## src/rtl/lc3_operate_unit.sv

```systemverilog
// LC-3 operate-instruction unit: ADD/AND/NOT with register or sign-extended immediate operand.
// Owns the GPR file and N/Z/P condition codes; one instruction in flight under valid/ready.
module lc3_operate_unit #(
   parameter int unsigned DATA_W   = 16,
   parameter int unsigned NUM_REGS = 8,
   parameter int unsigned REG_AW   = 3,
   parameter int unsigned IMM_W    = 5
) (
   input  logic              clk,
   input  logic              rst_n,
   input  logic              in_valid,
   output logic              in_ready,
   input  logic [1:0]        op,
   input  logic              imm_mode,
   input  logic [REG_AW-1:0] dr,
   input  logic [REG_AW-1:0] sr1,
   input  logic [REG_AW-1:0] sr2,
   input  logic [IMM_W-1:0]  imm,
   output logic              out_valid,
   input  logic              out_ready,
   output logic [DATA_W-1:0] out_result,
   output logic [REG_AW-1:0] out_dr,
   output logic              illegal_op,
   output logic [2:0]        nzp,
   input  logic [REG_AW-1:0] dbg_addr,
   output logic [DATA_W-1:0] dbg_data
);

   typedef enum logic [1:0] {StIdle, StExec, StDone} state_e;

   localparam logic [1:0] OpAdd = 2'b00;
   localparam logic [1:0] OpAnd = 2'b01;
   localparam logic [1:0] OpNot = 2'b10;
   localparam logic [REG_AW:0] NumRegs = (REG_AW + 1)'(NUM_REGS);

   state_e              state_q;
   logic [1:0]          op_q;
   logic [REG_AW-1:0]   dr_q;
   logic [DATA_W-1:0]   a_q, b_q;
   logic [DATA_W-1:0]   regs_q [NUM_REGS];
   logic [2:0]          nzp_q;
   logic [DATA_W-1:0]   out_result_q;
   logic [REG_AW-1:0]   out_dr_q;
   logic                illegal_q;

   logic [DATA_W-1:0]   sr1_val, sr2_val, imm_sext, b_sel, exec_result;
   logic [2:0]          exec_nzp;
   logic                exec_legal;

   // Addresses beyond NUM_REGS read as zero and are never written.
   always_comb begin
      sr1_val  = '0;
      sr2_val  = '0;
      dbg_data = '0;
      if ({1'b0, sr1} < NumRegs)      sr1_val  = regs_q[sr1];
      if ({1'b0, sr2} < NumRegs)      sr2_val  = regs_q[sr2];
      if ({1'b0, dbg_addr} < NumRegs) dbg_data = regs_q[dbg_addr];
   end

   assign imm_sext = {{(DATA_W - IMM_W){imm[IMM_W-1]}}, imm};
   assign b_sel    = imm_mode ? imm_sext : sr2_val;

   always_comb begin
      exec_result = '0;
      exec_legal  = 1'b1;
      unique case (op_q)
         OpAdd:   exec_result = a_q + b_q;
         OpAnd:   exec_result = a_q & b_q;
         OpNot:   exec_result = ~a_q;
         default: exec_legal  = 1'b0;
      endcase
   end

   always_comb begin
      if (exec_result[DATA_W-1])   exec_nzp = 3'b100;
      else if (exec_result == '0)  exec_nzp = 3'b010;
      else                         exec_nzp = 3'b001;
   end

   always_ff @(posedge clk or negedge rst_n) begin
      if (!rst_n) begin
         state_q      <= StIdle;
         op_q         <= '0;
         dr_q         <= '0;
         a_q          <= '0;
         b_q          <= '0;
         nzp_q        <= 3'b010;
         out_result_q <= '0;
         out_dr_q     <= '0;
         illegal_q    <= 1'b0;
         for (int unsigned i = 0; i < NUM_REGS; i++) regs_q[i] <= '0;
      end else begin
         unique case (state_q)
            StIdle: begin
               if (in_valid) begin
                  op_q    <= op;
                  dr_q    <= dr;
                  a_q     <= sr1_val;
                  b_q     <= b_sel;
                  state_q <= StExec;
               end
            end
            StExec: begin
               out_result_q <= exec_result;
               out_dr_q     <= dr_q;
               illegal_q    <= ~exec_legal;
               if (exec_legal) begin
                  if ({1'b0, dr_q} < NumRegs) regs_q[dr_q] <= exec_result;
                  nzp_q <= exec_nzp;
               end
               state_q <= StDone;
            end
            StDone: begin
               if (out_ready) state_q <= StIdle;
            end
            default: state_q <= StIdle;
         endcase
      end
   end

   assign in_ready   = (state_q == StIdle);
   assign out_valid  = (state_q == StDone);
   assign out_result = out_result_q;
   assign out_dr     = out_dr_q;
   assign illegal_op = illegal_q;
   assign nzp        = nzp_q;

endmodule

```

## config.mk

```make
export PLATFORM = sky130hd
export DESIGN_NAME = lc3_operate_unit
export DESIGN_NICKNAME = d
export VERILOG_FILES = /design/src/rtl/lc3_operate_unit.sv
export SDC_FILE = /design/constraint.sdc
export NUM_CORES = 1
export LEC_CHECK = 0
export ABC_AREA = 1
export CORE_AREA = 4 4 150 152
export DETAILED_ROUTE_END_ITERATION = 16
export DIE_AREA = 0 0 154 156
export PLACE_DENSITY_LB_ADDON = 0.05
export SYNTH_ARGS = -nofsm -noshare
export SYNTH_HDL_FRONTEND = slang
export SYNTH_SLANG_ARGS = --single-unit
```

## constraint.sdc

```tcl
create_clock -name clk -period 2.13 [get_ports clk]
set_input_delay 0.426 -clock clk [delete_from_list [all_inputs] [get_ports clk]]
set_output_delay 0.426 -clock clk [all_outputs]
set_load 0.02 [all_outputs]
```

# Yosys cells after proc, flatten, opt, wreduce, memory -nomap -nowiden
# Cells that the tools add are included.
[totals]
reg_bits = 190
[classes]
n_lt_le_gt_ge = 5
bitwise_logic = 7
eq_ne = 6
n_reduce_logical = 8
n_addsub = 1
n_mux = 20
[op_table]
columns = ["operator", "count"]
rows = [
  ["$bmux 16 s3", 3],
  ["$bwmux 128", 1],
  ["$mux 16", 8],
  ["$demux 16 s3", 1],
  ["$pmux 16 s3", 1],
  ["$add 16x16->16", 1],
  ["$and 16x16->16", 1],
  ["$ge 4x4->1 const B", 4],
  ["$logic_not 16->1", 1],
  ["$not 16->16", 1],
  ["$not 3->4", 4],
  ["$mux 2", 3],
  ["$pmux 2 s3", 1],
  ["$reduce_and 2->1", 3],
  ["$eq 2x1->1 const B", 2],
  ["$eq 2x2->1 const B", 2],
  ["$logic_not 2->1", 2],
  ["$lt 4x1->1 const B", 1],
  ["$mux 3", 1],
  ["$reduce_or 3->1", 1],
  ["$ne 2x1->1 const B", 1],
  ["$ne 2x2->1 const B", 1],
  ["$logic_and 1x1->1", 1],
  ["$mux 1", 1],
  ["$not 1->1", 1],
]

# Logic depth before layout (Yosys ltp)
[logic_depth]
ltp_word = 6
ltp_mapped = 19
ltp_nobuf = 19

# Least setup slack after synthesis
# Ideal clock, no wire load.
[synth_path]
kind = "input -> output"
from = "input dbg_addr[0]"
to = "output dbg_data[15]"
cell_stages = 5
t_arrival_ns = 1.699
slack_ns = 0.005
required_time_ns = 1.704
path_cell_list = "clkbuf_1 -> clkbuf_1 -> clkbuf_1 -> o21ai_0 -> a31oi_1"
[synth_via]
elab_chain_cells = 4
[synth_lines]
columns = ["item", "line", "text"]
rows = [
  ["start: declaration", "25", "input logic [REG_AW-1:0] dbg_addr,"],
  ["$not 3->4 (not written as such)", "57", "if ({1'b0, dbg_addr} < NumRegs) dbg_data = regs_q[dbg_addr];"],
  ["$bmux 16 s3", "57", ""],
  ["$mux 16 (not written as such) (2 in series)", "57", ""],
  ["end: declaration", "26", "output logic [DATA_W-1:0] dbg_data"],
]
# No other way between the ends. The select of a mux whose other input is x is not followed.

# Final worst setup path
[layout_path]
from = "register b_q[0]"
to = "register nzp_q[0] (netlist: nzp[0])"
[layout_via]
elab_chain_cells = 5
word_cells_on_any_way = 6
cone_classes = "1 x add/sub; 3 x mux; 1 x bitwise; 1 x reduce/logical"
[layout_lines]
columns = ["item", "line", "text"]
rows = [
  ["start: declaration", "39", "logic [DATA_W-1:0] a_q, b_q;"],
  ["start signal: assignment", "99", "b_q <= b_sel;"],
  ["$add 16x16->16 or $and 16x16->16 (tied branches)", "67, 68", ""],
  ["$pmux 16 s3 (*)", "66", "unique case (op_q)"],
  ["$logic_not 16->1", "76", "else if (exec_result == '0) exec_nzp = 3'b010;"],
  ["$mux 2", "76", ""],
  ["$mux 3 (*)", "75", "if (exec_result[DATA_W-1]) exec_nzp = 3'b100;"],
  ["end signal: assignment", "109", "nzp_q <= exec_nzp;"],
  ["end: declaration", "41", "logic [2:0] nzp_q;"],
]
# Mark *: on every way between the ends. The rest lies on a longest branch, timed or not.
# A chain may end at the register's enable or synchronous reset.

==> impl_metrics.tcl <==
set metrics [dict create \
    dieArea_um2 24000 \
    synth_sequential_area_ratio_pct 41.3 \
    clk_pin_slew_ps 90 \
    ir_worst_vdd_uv 1060 \
    die_x_um 154 \
    finalWeightedCongestion 0.939 \
    numCtsBuffers 17 \
    synth-edff-count 0 \
    syn2layout_area_growth_pct 30.6 \
    remaining_drc_errors 0 \
    grt_pass1_vias 11500 \
    clock-skew-final_ps 14.2 \
    setup_total_negative_slack_ps -3070 \
    postSynth.asyncResetShare_pct 100 \
    failing_checks "setup timing" \
    core-area_um2 21000 \
    grt_setup_unrepaired "true" \
    number_of_antenna_violations_at_the_first_check_in_global_routing 0 \
    finalWirelength_mm 41.7 \
    required_ps 2470 \
    critical_path.max_fanout 2 \
    final_util_pct 71.5 \
    synth_cell_type_count 39 \
    number_of_buffers_added_on_ports 64 \
    clock_path_buffers 2 \
    grt_pass1_wl_mm 64.4 \
    clock-sinks 190 \
    synthesis.instances 1607 \
    path_buf_inv 2 \
    endpoint_kind "flop" \
    yosys_register_bits 190 \
    diodes 0 \
    mappedNetlistArea_um2 11500 \
    postSynthNetCount 1648 \
    critPathLaunchType "flop" \
    pin_count 65 \
    row_count 53 \
    place.detailed.hpwl_mm 27.7 \
    htreeDepth 4 \
    final_min_period_over_clock_period_pct 110 \
    fmax_mhz 426 \
    layout_commonest_cell "nand2_1" \
    outcome "complete, but fails checks" \
    grt_remaining_overflow 0 \
    critical_path.top_delay_family "simple AND/OR/NAND/NOR gates" \
    insertion_delay_ps 440 \
    num-nets-final 1794 \
    timing.final.hold_violations 0 \
    final_report_max_slew_violation_count 0 \
    synth_warnings 0 \
    post-route-min-period_ps 2350 \
    grt_start_max_net_pins 55 \
    via_per_inst 5.97 \
    worst_slew_pin_slew_ps 564 \
    mostFrequentLayoutCells "nand2_1 (283), o21ai_0 (245), a21oi_1 (207), dfrtp_1 (189), inv_1 (164)" \
    start_util_pct 54.8 \
    die_height_um 156 \
    ys.flop_type "dfrtp_1" \
    longest_individual_stage_delay_on_the_worst_path_ps 530 \
    dr_total_vias 12200 \
    drt-wirelength-per-cell_um 20.5 \
    detailedRoute.firstPassIterationCount 5 \
    finalSetupViolations 35 \
    maxCapViolations 0 \
    timing.slew.headroom_pct 61.9 \
    postLayoutSetupSlackWorst_ps -217 \
    tritoncts "yes" \
    ant_nets 0 \
    clock_tree.root_cell "clkbuf_16" \
    layout-drive-gt1-share_pct 23.0 \
    critical-path-top-cell-by-count "nand2_1" \
    min_path_type "input port to asynchronous set/reset pin" \
    syn_area_per_cell_um2 7.16 \
    grtUsageTotal_pct 33.9 \
    drt_first_iter_violations 1149 \
    crit_path_cell_trace "ha_2, inv_2, fa_2, inv_2, nand2_2, nand3_2, nand2_2, nand2_2, nor2_1, nand2_1, nor2_1, nand3_2, nor2_4, nand2_1, nand2_1, nand2_1" \
    worst-setup-path-type "flop to flop" \
    crit_arrival_ps 2690 \
    critical_path.slowest_cell "fa_2" \
    power_density_nw_per_um2 1650 \
    p_leak_nw 6.83 \
]
[per-stage QoR]
step | cell area, um^2 | power (mW) | cells | setup WS [ps] | hold slack [ps]
2_1_floorplan | 11500 | 12.9 | 1607 | 4.55 | 130
6_report | 15000 | 24.8 | 2041 | -217 | 469
5_1_grt | 15000 | 26.4 | 2041 | -338 | 502
3_3_place_gp | 13500 | 18.1 | 1982 | -728 | 378
3_5_place_dp | 13500 | 18.3 | 1982 | -752 | 376
4_1_cts | 14200 | 22.1 | 2024 | -144 | 469
[metal layers]
metal | vias to the layer above | part of all wire [%] | global-route usage, %
met4 | 0 | 5.3 | 17.0
met1 | 5709 | 41 | 46.1
met2 | 658 | 45 | 53.0
li1 | 5707 | - | -
met3 | 117 | 8.8 | 5.38
met5 | - | 0 | 0
[final cells by class]
cell class              count  area (um^2)
fillers                  1719         5990
clock buffers              17          425
flip-flops and latches    190         4760
repair buffers            233         2340
clock inverters            15          194
inverters                 193          741
multi-input cells        1118         6240
well taps                 275          344
[worst paths after layout]
kind,from,endpoint,slack (ps),depth (start not counted)
hold reg to reg,out_dr[0],out_dr[0],480,2
min in group clk,out_dr[0],out_dr[0],480,2
setup / recovery,b_q[0],nzp[0],-220,16
max in group asynchronous,rst_n,regs_q[71],960,3
setup reg to reg,b_q[0],nzp[0],-220,16
hold / removal,rst_n,regs_q[81],470,2
[Yosys cell counts (12+ instances only)]
master	instances	share of area (%)
nand2_1	330	11
o221ai_1	15	1.1
inv_1	178	5.8
dfrtp_1	189	41
nand3_1	45	2.0
buf_2	13	0.57
o21ai_0	307	13
nor2_1	66	2.2
clkbuf_1	75	2.4
a221oi_1	14	1.1
nand2_2	15	0.82
a21oi_1	215	9.3
ha_1	16	1.7
inv_2	12	0.39
a31oi_1	20	1.1
[sequential cells by signal, indices dropped and copies added, names as in the netlist]
signal      cells
a_q            16
b_q            16
dr_q            3
illegal_op      1
nzp             3
op_q            2
out_dr          3
out_result     16
regs_q        128
state_q         2
[power by group]
part,switching [mW],internal (mW),total [mW],leakage [nW]
Sequential,1.20,5.22,6.41,2.43
Combinational,8.92,6.12,15.0,4.10
Clock,1.67,1.71,3.38,0.305
Total,11.8,13.0,24.8,6.83
[repair_timing]
item	in CTS	in global routing
resized for setup	109	241
hold buffers	1	0
pin swaps	19	40
endpoints found under the hold margin	33	0
setup endpoints to repair	60	111
setup buffers	10	19
cloned	0	2
[cells by family (layout without fill, tap and decap cells)]
logic type / Yosys count / in the layout / synth area share (%)
buffers and inverters: 299 / 458 / 10.3
AOI/OAI and AO/OA: 612 / 612 / 28.5
and+or+nand+nor: 489 / 489 / 18.0
DFF: 190 / 190 / 41.3
adders and majority gates: 17 / 17 / 1.91
Power figures use the tool's default switching activity.
==> RTL change 1 (config.mk and constraints unchanged) <==
Set the parameter `IMM_W` to 10 (it was 5).
--- a/src/rtl/lc3_operate_unit.sv
+++ b/src/rtl/lc3_operate_unit.sv
@@ -4,7 +4,7 @@
    parameter int unsigned DATA_W   = 16,
    parameter int unsigned NUM_REGS = 8,
    parameter int unsigned REG_AW   = 3,
-   parameter int unsigned IMM_W    = 5
+   parameter int unsigned IMM_W    = 10
 ) (
    input  logic              clk,
    input  logic              rst_n,
Ports: changed (resized imm); port bits go from 65 to 70. No check against the original RTL was run, so the function may have changed too.
==> RTL change 1 against the original RTL <==
- design area is 0.22% higher
- wire length is 3.7% higher
- clock power is 3% lower
- worst hold slack better by 0.0045 ns
- area after synthesis is 0.12% higher
- worst setup slack better by 0.061 ns
- critical endpoint unchanged
- synthesized cell count is 0.31% higher
- total power is 3.5% lower
- sequential cell count stayed put
- the flow still finishes with violations (negative setup slack)
==> RTL change 1: results (changes against the original RTL) <==
status complete, but fails checks (unchanged); failing checks negative setup slack (unchanged); final wirelength 43300 um (was 41700 um); vias in the first global route 11.9k (was 11.5k); Multi-Input Combinational 1122 (was 1118); Placer Congestion 0.966 (was 0.939); signal buffers share of area 16.2% (was 15.6%); complex-gate fraction of the synthesized area 28.8% (was 28.5%); final-layout fill cell count 1730 (was 1719); largest cells by area after synthesis dfrtp_1 (41%), o21ai_0 (13%), nand2_1 (11%) (unchanged); clk cell area share 3.89% (was 4.12%); Final setup viols 15 (was 35); adder-cell area share of the yosys netlist 1.91% (about the same); first-pass GRT wire length 65400 um (was 64400 um); grt met1 use 47.1% (was 46.1%); post-synthesis mux area share 0% (unchanged); Max VDD drop 1.02 mV (was 1.06 mV); Repair and plain buffers 240 (was 233); Slew @ Worst Pin 0.579 ns (was 0.564 ns); Switching Share 47.4% (was 47.5%); Seq/Total Area, Yosys 41.3% (about the same); Pleak 0.00680 uW (was 0.00683 uW); first drt pass iteration count 8 (was 5); Port-buffer cells 69 (was 64); CP arrival 2.62 ns (was 2.69 ns); gr usage total 34.7% (was 33.9%); DRT iter0 DRCs 1345 (was 1149); Setup WS post-layout -0.157 ns (was -0.217 ns); fin nets 1814 (was 1794); HP Class flop to flop (was input pin to async pin); metal2 WL 19700 um (was 18900 um); most instantiated cells after synthesis nand2_1 (343), o21ai_0 (305), a21oi_1 (217), dfrtp_1 (189), inv_1 (177) (was nand2_1 (330), o21ai_0 (307), a21oi_1 (215), dfrtp_1 (189), inv_1 (178)); Via density 6.05 (was 5.97); Post-DP HPWL 28800 um (was 27700 um); Met3 Routed Length 3850 um (was 3670 um); Inverters, non-clock 197 (was 193); Seq area share 31.6% (about the same)
[RTL change 1: cell count changes after synthesis, sizes merged, moves of 3 or more]
| cell | before | now |
|---|---|---|
| clkbuf | 78 | 69 |
| o311ai | 14 | 11 |
| nor2 | 79 | 67 |
| nand2 | 345 | 358 |
| buf | 28 | 34 |
| nand3 | 48 | 44 |
[RTL change 1: path summary, 6_finish.rpt]
kind	start	to	slack, ns	cells past startpoint
max	a_q[0]$_DFFE_PN0P_	nzp[0]$_DFFE_PN0P_	-0.16	16
min	out_dr[0]$_DFFE_PN0P_	out_dr[0]$_DFFE_PN0P_	0.47	2
max reg2reg	a_q[0]$_DFFE_PN0P_	nzp[0]$_DFFE_PN0P_	-0.16	16
min reg2reg	out_dr[0]$_DFFE_PN0P_	out_dr[0]$_DFFE_PN0P_	0.47	2
max in group asynchronous	rst_n	regs_q[81]$_DFFE_PN0P_	0.96	3
min in group asynchronous	rst_n	regs_q[3]$_DFFE_PN0P_	0.51	2
[RTL change 1: repair_timing]
item                                    4_1_cts  5_1_grt
pin swaps                                    19       36
setup buffers                                 5       18
resized for setup                           131      171
endpoints found under the hold margin        46        0
cloned                                        0        4
endpoints found under the setup margin       62      108
hold buffers                                  1        0
[RTL change 1: per-stage QoR]
step	instances	area (um2)	total power, uW	setup WS [ns]	setup TNS, ns
2_1_floorplan	1612	11500	12700	0.0110	0
3_3_place_gp	1999	13600	17700	-0.666	-13.04
3_5_place_dp	1999	13600	17900	-0.713	-15.78
4_1_cts	2037	14300	21700	-0.129	-0.689
5_1_grt	2056	15100	25500	-0.322	-4.60
6_report	2056	15100	24000	-0.157	-0.877
[RTL change 1: worst min-delay path: cells and delay by family, from the launching register on]
| family | cells | cell delay, ns |
|---|---|---|
| flops | 1 | 0.35 |
| simple gates | 2 | 0.10 |
==> RTL change 2 (same settings) <==
Made on the original files. Re-encode `state_e` (3 states) as one-hot, 3 bits wide.
--- a/src/rtl/lc3_operate_unit.sv
+++ b/src/rtl/lc3_operate_unit.sv
@@ -26,7 +26,7 @@
    output logic [DATA_W-1:0] dbg_data
 );
 
-   typedef enum logic [1:0] {StIdle, StExec, StDone} state_e;
+   typedef enum logic [2:0] {StIdle = 3'b001, StExec = 3'b010, StDone = 3'b100} state_e;
 
    localparam logic [1:0] OpAdd = 2'b00;
    localparam logic [1:0] OpAnd = 2'b01;
Function: same outputs for any inputs over 4 cycles, from zero or initial values and one cycle with rst_n low; so few cycles prove little.
==> RTL change 2 against the original RTL <==
- the flow still finishes with violations (negative setup slack)
- sequential share of layout area is 0.80 points higher
- synthesized cell count is 1.1% higher
- worst setup slack worse by 0.019 ns
- wire length down 3.3%
- design area fell by 1.9%
- count of clock-buffer cells in the layout grew 1
- sequential cell count rose by 1
- area after synthesis grew 0.68%
- non-clock buffer count decreased by 23
- clock power decreased by 4%
- total power shrank 8.8%
- critical path type unchanged
- critical endpoint unchanged
- largest cell class unchanged
- largest power group unchanged
- highest routed layer unchanged
==> RTL change 2: results (changes against the original RTL) <==
HP Class flop to flop (was input pin to async pin); CP arrival 2.71 ns (was 2.69 ns); DRT iter0 DRCs 1274 (was 1149); Pleak 0.00656 uW (was 0.00683 uW); H-tree lvl count 4 (unchanged); synth unique cells 40 (was 39); grt met1 use 43.0% (was 46.1%); Via density 5.98 (was 5.97); critical path's top delay family simple AND/OR/NAND/NOR gates (unchanged); met2 Use GR 52.9% (was 53.0%); Met3 Routed Length 3240 um (was 3670 um); failing checks negative setup slack (unchanged); Final Non-Filler Cells 2035 (was 2041); status complete, but fails checks (unchanged); Final setup viols 28 (was 35); met3 usage 5.94% (was 5.38%); Slew Limit Headroom 63.1% (was 61.9%); metal2 WL 18700 um (was 18900 um); M1 WL 16100 um (was 17000 um); largest net degree at the start of global routing 67 (was 55); largest cells by area after synthesis dfrtp_1 (41%), o21ai_0 (13%), nand2_1 (11%) (unchanged); syn nets 1665 (was 1648); gr usage total 33.1% (was 33.9%); CP max stage cell fa_2 (unchanged); Post-DP Area 0.0136 mm2 (was 0.0135 mm2); setup TNS -2.98 ns (was -3.07 ns); clk slew on worst S/H paths 0.08 ns; Max VDD drop 0.984 mV (was 1.06 mV); most instantiated cells after synthesis nand2_1 (329), o21ai_0 (299), a21oi_1 (231), inv_1 (194), dfrtp_1 (189) (was nand2_1 (330), o21ai_0 (307), a21oi_1 (215), dfrtp_1 (189), inv_1 (178)); Post-DP HPWL 27700 um (about the same); adder-cell area share of the yosys netlist 1.90% (was 1.91%); Max stage delay on crit path 0.57 ns (was 0.53 ns); termination of the worst setup path nzp[0]$_DFFE_PN0P_ (unchanged); WL/cell 19.8 um (was 20.5 um); Placer Congestion 0.926 (was 0.939); Setup WS post-layout -0.236 ns (was -0.217 ns); layout cells sized above 1 20.4% (was 23.0%); post-synthesis instance total 1624 (was 1607); complex-gate fraction of the synthesized area 28.5% (about the same); Worst Skew 0.0111 ns (was 0.0142 ns); fin nets 1788 (was 1794); first-pass GRT wire length 62600 um (was 64400 um); Seq/Total Area, Yosys 41.3% (about the same); DP Worst Slack -0.717 ns (was -0.752 ns)
## RTL change 2: cell count changes in the layout (fill, tap and decap cells not counted), moves of 10 or more
| cell | before | now |
|---|---|---|
| inv_1 | 164 | 188 |
| o21ai_1 | 54 | 30 |
| o21ai_0 | 245 | 265 |
| a21oi_1 | 207 | 222 |
| a31oi_2 | 3 | 16 |
| nand2_1 | 283 | 295 |
| a31oi_1 | 17 | 6 |
| buf_6 | 16 | 6 |
| nand2_2 | 44 | 34 |
| o21ai_2 | 18 | 8 |
## RTL change 2: how the worst min path moves through the flow
stage / startpoint / endpoint / slack [ns] / cells past startpoint
final: nzp[1]$_DFFE_PN1P_ / nzp[1]$_DFFE_PN1P_ / 0.48 / 2
after global routing: out_result[1]$_DFFE_PN0N_ / out_result[1]$_DFFE_PN0N_ / 0.53 / 2
after CTS: nzp[1]$_DFFE_PN1P_ / nzp[1]$_DFFE_PN1P_ / 0.48 / 2
after detailed placement: rst_n / regs_q[83]$_DFFE_PN0P_ / 0.44 / 1
after global placement: rst_n / regs_q[35]$_DFFE_PN0P_ / 0.44 / 1
after floorplan: rst_n / a_q[0]$_DFFE_PN0P_ / 0.13 / 0
## RTL change 2: final cells by class
type                            count  area, um2
Inverter                          202        758
Tap cell                          275        344
Sequential cell                   191       4780
Clock inverter                     14        166
Timing Repair Buffer              210       2010
Multi-Input combinational cell   1125       6250
Fill cell                        1754       6270
Clock buffer                       18        429
## RTL change 2: what timing repair did
action,CTS,global route
setup endpoints to repair,39,93
hold endpoints to repair,48,0
gates resized for setup,88,157
pin swaps,4,23
hold buffers,1,0
setup buffers,0,11
## RTL change 2: report_power, final
part           switching, uW  internal (uW)
sequential              1180           5140
combinational           7950           5130
clock                   1660           1580
total                  10800          11900
